[src/rtl/rst_seq_pkg.sv]
// rst_seq_pkg: shared state encoding, reset values and parameter legality for rst_seq_ctrl
package rst_seq_pkg;
  typedef enum logic [1:0] {
    HOLD    = 2'd0,
    RELEASE = 2'd1,
    RUN     = 2'd2,
    SW_RST  = 2'd3
  } seq_state_t;
  localparam seq_state_t STATE_RST = HOLD;
  localparam logic OUT_RST_N = 1'b0;
  function automatic bit params_ok(int n_out, int hold_cyc, int step_cyc, int cnt_w);
    return n_out >= 1 && n_out <= 8 && hold_cyc >= 1 && step_cyc >= 1 &&
           cnt_w >= 1 && cnt_w <= 31 &&
           (hold_cyc - 1) < (1 << cnt_w) && (step_cyc - 1) < (1 << cnt_w);
  endfunction
endpackage

[src/rtl/rst_sync_2ff.sv]
// rst_sync_2ff: async-assert, sync-release two-flop reset synchronizer
module rst_sync_2ff (
  input  logic clk,
  input  logic rst_n,
  output logic rst_sync_n
);
  logic meta;
  always_ff @(posedge clk or negedge rst_n)
    if (!rst_n) {rst_sync_n, meta} <= 2'b00;
    else {rst_sync_n, meta} <= {meta, 1'b1};
endmodule

[src/rtl/rst_seq_ctrl.sv]
// rst_seq_ctrl: sequenced downstream reset release with soft re-sequence request
module rst_seq_ctrl
  import rst_seq_pkg::*;
#(
  parameter int N_OUT    = 3,
  parameter int HOLD_CYC = 16,
  parameter int STEP_CYC = 8,
  parameter int CNT_W    = 8
) (
  input  logic             clk,
  input  logic             rst_n,
  input  logic             sw_rst_req,
  output logic             sw_rst_ack,
  output logic [N_OUT-1:0] rst_out_n,
  output logic             seq_done,
  output logic [1:0]       seq_state
);
  if (!params_ok(N_OUT, HOLD_CYC, STEP_CYC, CNT_W)) begin : g_bad_params
    $error("rst_seq_ctrl: illegal parameter combination");
  end
  localparam logic [CNT_W-1:0] HOLD_LAST = CNT_W'(HOLD_CYC - 1);
  localparam logic [CNT_W-1:0] STEP_LAST = CNT_W'(STEP_CYC - 1);
  localparam logic [2:0]       IDX_LAST  = 3'(N_OUT - 1);
  logic             rst_sync_n;
  seq_state_t       state;
  logic [CNT_W-1:0] cnt;
  logic [2:0]       idx;
  rst_sync_2ff u_sync (.clk(clk), .rst_n(rst_n), .rst_sync_n(rst_sync_n));
  assign seq_state = state;
  always_ff @(posedge clk or negedge rst_sync_n)
    if (!rst_sync_n) begin
      state      <= STATE_RST;
      cnt        <= '0;
      idx        <= '0;
      rst_out_n  <= {N_OUT{OUT_RST_N}};
      seq_done   <= 1'b0;
      sw_rst_ack <= 1'b0;
    end else begin
      case (state)
        HOLD:
          if (cnt == HOLD_LAST) begin
            state <= RELEASE;
            cnt   <= '0;
            idx   <= '0;
          end else cnt <= cnt + 1'b1;
        RELEASE:
          if (cnt == STEP_LAST) begin
            cnt       <= '0;
            idx       <= idx + 1'b1;
            rst_out_n <= rst_out_n | (N_OUT'(1) << idx);
            if (idx == IDX_LAST) begin
              state    <= RUN;
              seq_done <= 1'b1;
            end
          end else cnt <= cnt + 1'b1;
        RUN:
          if (sw_rst_req) begin
            state      <= SW_RST;
            rst_out_n  <= '0;
            seq_done   <= 1'b0;
            sw_rst_ack <= 1'b1;
          end
        SW_RST:
          if (!sw_rst_req) begin
            state      <= HOLD;
            cnt        <= '0;
            sw_rst_ack <= 1'b0;
          end
      endcase
    end
endmodule

[config.mk]
export PLATFORM = sky130hd
export DESIGN_NAME = rst_seq_ctrl
export DESIGN_NICKNAME = d
export VERILOG_FILES = /design/src/rtl/rst_seq_pkg.sv /design/src/rtl/rst_sync_2ff.sv /design/src/rtl/rst_seq_ctrl.sv
export SDC_FILE = /design/constraint.sdc
export NUM_CORES = 1
export LEC_CHECK = 0
export ABC_CLOCK_PERIOD_IN_PS = 800
export CAP_MARGIN = 20
export CORE_MARGIN = 2
export CORE_UTILIZATION = 56
export CTS_CLUSTER_SIZE = 12
export DETAILED_ROUTE_END_ITERATION = 10
export GPL_TIMING_DRIVEN = 0
export PLACE_DENSITY = 0.87
export REMOVE_ABC_BUFFERS = 1
export SLEW_MARGIN = 20
export SYNTH_ARGS = -nofsm -noshare
export SYNTH_HDL_FRONTEND = slang
export SYNTH_SLANG_ARGS = --single-unit
export TNS_END_PERCENT = 5
[constraint.sdc]
create_clock -name clk -period 0.8 [get_ports clk]
set_input_delay 0.08 -clock clk [delete_from_list [all_inputs] [get_ports clk]]
set_output_delay 0.08 -clock clk [all_outputs]
set_load 0.03 [all_outputs]
After elaboration in Yosys (flattened, before gate mapping)
Cells that the tools add are included.

word-level totals
  flip-flop bits (word level) = 20
  word-level logic and storage cells = 57
  input bits = 3
  output and inout port bits = 7

cells by class
  muxes and demuxes = 23
  reductions and logical operators = 11
  shifts and indexed selects = 1
  equal/unequal tests = 11
  add/sub/neg operators = 2
  bitwise operators = 1

operators with widths
  cell                                                                count
  8-bit 2-to-1 mux                                                    3
  8-bit case mux with 3 select lines                                  1
  3-bit 2-to-1 mux                                                    4
  3-bit case mux with 2 select lines                                  2
  2-bit 2-to-1 mux                                                    5
  2-bit inequality test (second input constant)                       5
  3-bit AND reduction                                                 3
  8-bit by 1-bit adder with 8-bit output (second input constant)      1
  8-bit by 3-bit == test with 1-bit output (second input constant)    1
  8-bit by 4-bit == test with 1-bit output (second input constant)    1
  2-bit case mux with 4 select lines                                  1
  2-bit nonzero test                                                  3
  1-bit 2-to-1 mux                                                    5
  5-bit AND reduction                                                 1
  2-bit == test (second input constant)                               2
  1-bit case mux with 2 select lines                                  2
  4-bit AND reduction                                                 1
  3-bit by 1-bit adder with 3-bit output (second input constant)      1
  3-bit by 2-bit == test with 1-bit output (second input constant)    1
  3-bit bitwise OR                                                    1
  3-bit nonzero test                                                  1
  1-bit by 3-bit << shifter with 3-bit output (first input constant)  1
  2-bit by 1-bit == test with 1-bit output (second input constant)    1
  2-bit zero test                                                     1
  2-bit AND reduction                                                 1

Depth between registers and ports, before layout
Gate-level depths: netlist of run 1.

  word-level depth = 4
  mapped depth = 7
  gate-level depth less buffers = 6

By module
A second synthesis of run 1 with hierarchy kept.

second synthesis, totals
  cells, all modules = 121
  area total of the unflattened synthesis = 1192.4 µm²

by module, submodules not included
  module        cells each  instances  area an instance (µm²)
  rst_seq_ctrl  118         1          1138.6
  rst_sync_2ff  3           1          53.8

Worst setup path before layout of run 1
Ideal clock, no wire load.

  kind = register -> register
  start point = reg cnt[5]
  end point = reg rst_out_n[2]
  arrival time = 2.129 ns
  setup time = 0.069 ns
  stages on the path, launching flop included = 7
  period minus slack after synthesis = 2.198 ns
  path slack = -1.398 ns
  cells stage by stage = dfrtp_1 or4_1 buf_2 or3_1 buf_2 or4b_4 nand3_1

between the ends
  word-level cells in the longest chain between the ends = 3

RTL lines
  what                                      RTL line            RTL
  from (decl)                               rst_seq_ctrl.sv:26  logic [CNT_W-1:0] cnt;
  from (signal assigned)                    rst_seq_ctrl.sv:45  end else cnt <= cnt + 1'b1;
  from (signal assigned)                    rst_seq_ctrl.sv:55  end else cnt <= cnt + 1'b1;
  8-bit by 3-bit == test with 1-bit output  rst_seq_ctrl.sv:47  if (cnt == STEP_LAST) begin
  2-bit inequality test (no source line)    n/a
  3-bit AND reduction (no source line)      n/a
  to (signal assigned)                      rst_seq_ctrl.sv:35  rst_out_n <= {N_OUT{OUT_RST_N}};
  to (signal assigned)                      rst_seq_ctrl.sv:50  rst_out_n <= rst_out_n | (N_OUT'(1) << idx);
  to (decl)                                 rst_seq_ctrl.sv:14  output logic [N_OUT-1:0] rst_out_n,

Every way passes these cells.
A chain may end at the register's enable or synchronous reset.

Worst setup path after layout of run 1
  start point = reg cnt[4]
  end point = reg state[1] (netlist: seq_state[1])

between the ends
  word-level cells in the longest chain between the ends = 3

RTL lines
  what                                                                                                         RTL line                                RTL
  8-bit by 4-bit == test with 1-bit output / 8-bit by 3-bit == test with 1-bit output (equally long branches)  rst_seq_ctrl.sv:41, rst_seq_ctrl.sv:47
  2-bit inequality test (no source line)                                                                       n/a
  5-bit AND reduction (no source line) (*)                                                                     n/a
  to (signal assigned)                                                                                         rst_seq_ctrl.sv:42                      state <= RELEASE;
  to (signal assigned)                                                                                         rst_seq_ctrl.sv:52                      state <= RUN;
  to (signal assigned)                                                                                         rst_seq_ctrl.sv:58                      state <= SW_RST;
  to (decl)                                                                                                    rst_seq_ctrl.sv:25                      seq_state_t state;

Every way passes the cells marked *; elsewhere a longest branch is shown, timed or not.

==> flow_metrics.py, run 1 <==
metrics = {
    "status": {
        "outcome": "complete, but fails checks",
        "violations": "setup timing",
    },
    "grt": {
        "grtUsageTotal": 0.223,
        "grt_pass1_vias": 1020,
        "grt-ovfl-total": 0,
        "grt_max_degree": 19,
        "grt_pass1_wl_mm": 4.28,
        "grt_antenna_before_repair": 0,
    },
    "placement": {
        "portBuffers": 9,
        "place_area_um2": 1310,
        "dpl.hpwl_mm": 1.61,
        "place_congestion": 0.741,
    },
    "synthesis": {
        "async_flop_share": 1.00,
        "avgSynthCellArea_um2": 9.39,
        "ys_top_cells_by_area": "dfrtp_1, ha_1, o21ai_0",
        "synth_seq_cells": 20,
        "ys_seq_area_frac": 0.416,
        "netlist-cell-type-count": 39,
        "synth_top_cell_by_area": "dfrtp_1",
        "yosysMostFrequentCell": "dfrtp_1",
        "synth_flop_cell": "dfrtp_1",
        "yosysWarnings": 0,
        "synth_top_area_frac": 0.416,
        "synth_edf_count": 0,
        "syn-instance-count": 128,
        "syn_area_um2": 1200,
        "synthTopCellsByCount": "dfrtp_1, nand2_1, o21ai_0",
    },
    "floorplan": {
        "std_cell_rows": 16,
        "die_width_um": 50.3,
        "initial_core_util": 0.601,
        "io-pin-count": 10,
        "die_h_um": 50.3,
        "dieArea_um2": 2530,
        "core-area_um2": 2000,
    },
    "sta": {
        "fmax_mhz": 494,
        "tns_ns": -20.23,
        "slew_violations": 0,
        "fin_crit_sh": 2.53,
        "setup_viol": 25,
        "hold_viol_final": 0,
        "hold_ws_ns": 0.194,
        "min_period_ns": 2.02,
        "grt_setup_unrepaired": "yes",
        "fin_ws_ns": -1.22,
        "finClkSkew_ns": 0.00937,
    },
    "setup_path": {
        "path_max_fanout": 7,
        "timing.rr.start": "cnt[4]",
        "r2r_cells": 5,
        "critPathLaunchType": "flop",
        "worstPathArrival_ns": 2.21,
        "regToRegEndpoint": "seq_state[1]",
        "rrSetupSlack_ns": -1.22,
        "endpoint_kind": "flop",
        "crit_required_ns": 0.99,
        "criticalPathCategory": "flop to flop",
    },
    "route": {
        "drtIter0Drc": 34,
        "num_vias": 1031,
        "drtPass1Iterations": 4,
        "drt-wirelength-per-cell_um": 15.7,
        "drt-total-wl_mm": 2.63,
        "ant_nets": 0,
        "remaining_drc_errors": 0,
        "via_per_inst": 6.14,
    },
    "cts": {
        "ctsLongestPathBuffers": 2,
        "root_buffer": "clkbuf_4",
        "clock_sinks": 20,
        "cts_tree": "yes",
        "clk_latency_ns": 0.30,
        "h-tree-depth": 1,
        "cts-buffers-inserted": 3,
        "cts.clk_slew.worst_paths_ns": 0.11,
    },
    "final_layout": {
        "nNetsFinal": 156,
        "diodes": 0,
        "layout-drive-gt1-share": 0.262,
        "design_area_um2": 1480,
        "area_growth_pct": 23.4,
    },
    "power": {
        "p_leak_nw": 0.618,
        "peakVddDrop_uv": 1410,
        "powerDensity_nw_per_um2": 1030,
    },
    "flow_run": {
        "maxCapViolations": 0,
    },
    "min_path": {
        "hold_path.class": "flop to async pin",
    },
}
## state kept, by name, summed over array words and instances, names as in the netlist
register	flops
cnt	8
rst_out_n	3
u_sync.rst_sync_n	1
sw_rst_ack	1
seq_state	2
u_sync.meta	1
idx	3
seq_done	1
## report_power, final
group / internal, W / leakage (nW) / switching, W / total [W]
sequential: 0.00102 / 0.236 / 0.0000183 / 0.00103
combinational: 0.0000127 / 0.368 / 0.0000110 / 0.0000237
clock: 0.000175 / 0.0138 / 0.000290 / 0.000466
total: 0.00120 / 0.618 / 0.000320 / 0.00152
## worst max-delay path, cell delays in order (launching register included)
cell and delay (ns):
dfrtp_1 0.42, or4_4 0.54, buf_4 0.19, o31ai_2 0.29
nand3_1 0.17, mux2_2 0.31
## layout by cell type (no fill, tap or decap), drive strengths merged, types with 2 or more instances in the layout
master and instances:
dfrtp 20, nand2 14, o21ai 11, ha 10, nor2 8, inv 7
clkdlybuf4s15 6, buf 6, nand3 5, a21oi 5, nand2b 4, mux2i 4
nand4 3, clkbuf 3, mux2 3, nor3b 2, a22o 2, clkdlybuf4s50 2
or3 2, a21o 2, nor3 2
## worst max path at each step
stage / endpoint / slack [ns] / cells after the start / from
floorplan: rst_out_n[2] / -1.40 / 4 / cnt[5]
global placement: rst_out_n[2] / -1.51 / 4 / cnt[5]
detailed placement: rst_out_n[2] / -1.51 / 4 / cnt[5]
CTS: seq_done / -1.20 / 4 / cnt[7]
global route: seq_state[1] / -1.26 / 5 / cnt[4]
finish: seq_state[1] / -1.22 / 5 / cnt[4]
## per-stage QoR
| step | power [W] | setup WS, ns | utilization | instances |
|---|---|---|---|---|
| 2_1_floorplan | 0.00105 | -1.40 | - | 123 |
| 3_3_place_gp | 0.00107 | -1.51 | 0.652 | 159 |
| 3_5_place_dp | 0.00107 | -1.51 | 0.652 | 159 |
| 4_1_cts | 0.00153 | -1.20 | 0.718 | 166 |
| 5_1_grt | 0.00159 | -1.26 | 0.741 | 168 |
| 6_report | 0.00152 | -1.22 | 0.741 | 168 |
## cells by family after synthesis
group / count (synthesis) / synth area share
adders and majority gates: 10 / 0.104
xor gates and xnor gates: 1 / 0.00729
AOI/OAI and AO/OA: 31 / 0.171
buffers and inverters: 12 / 0.0395
muxes: 7 / 0.0614
and+or+nand+nor: 46 / 0.198
DFF: 20 / 0.416
other: 1 / 0.00312
## timing repair
item	in CTS	in global routing
setup buffers	3	2
setup endpoints to repair	43	25
gates resized for setup	40	11
endpoints found under the hold margin	2	0
hold buffers	1	0
pin swaps	6	0
## area by class of cell
class / instances / area, µm²
multi-input cells: 96 / 744
fillers: 136 / 518
flip-flops and latches: 20 / 504
repair buffers: 15 / 150
well taps: 27 / 33.8
inverters: 7 / 28.8
clock buffers: 3 / 22.5
## routing by layer
metal  track usage  up-vias  part of all wire
li1              -      489                 -
met1         0.261      507              0.42
met2         0.406       29              0.51
met3        0.0565        6             0.050
met4        0.0495        0             0.017
met5             0        -                 0
Power figures use the tool's default switching activity.
==> inputs of run 2 (changes only) <==
--- a/config.mk
+++ b/config.mk
@@ -5,7 +5,6 @@
 export SDC_FILE = /design/constraint.sdc
 export NUM_CORES = 1
 export LEC_CHECK = 0
-export ABC_CLOCK_PERIOD_IN_PS = 800
 export CAP_MARGIN = 20
 export CORE_MARGIN = 2
 export CORE_UTILIZATION = 56
==> results of run 2 <==
The final DEF is identical to that of run 1; final timing and power are the same.
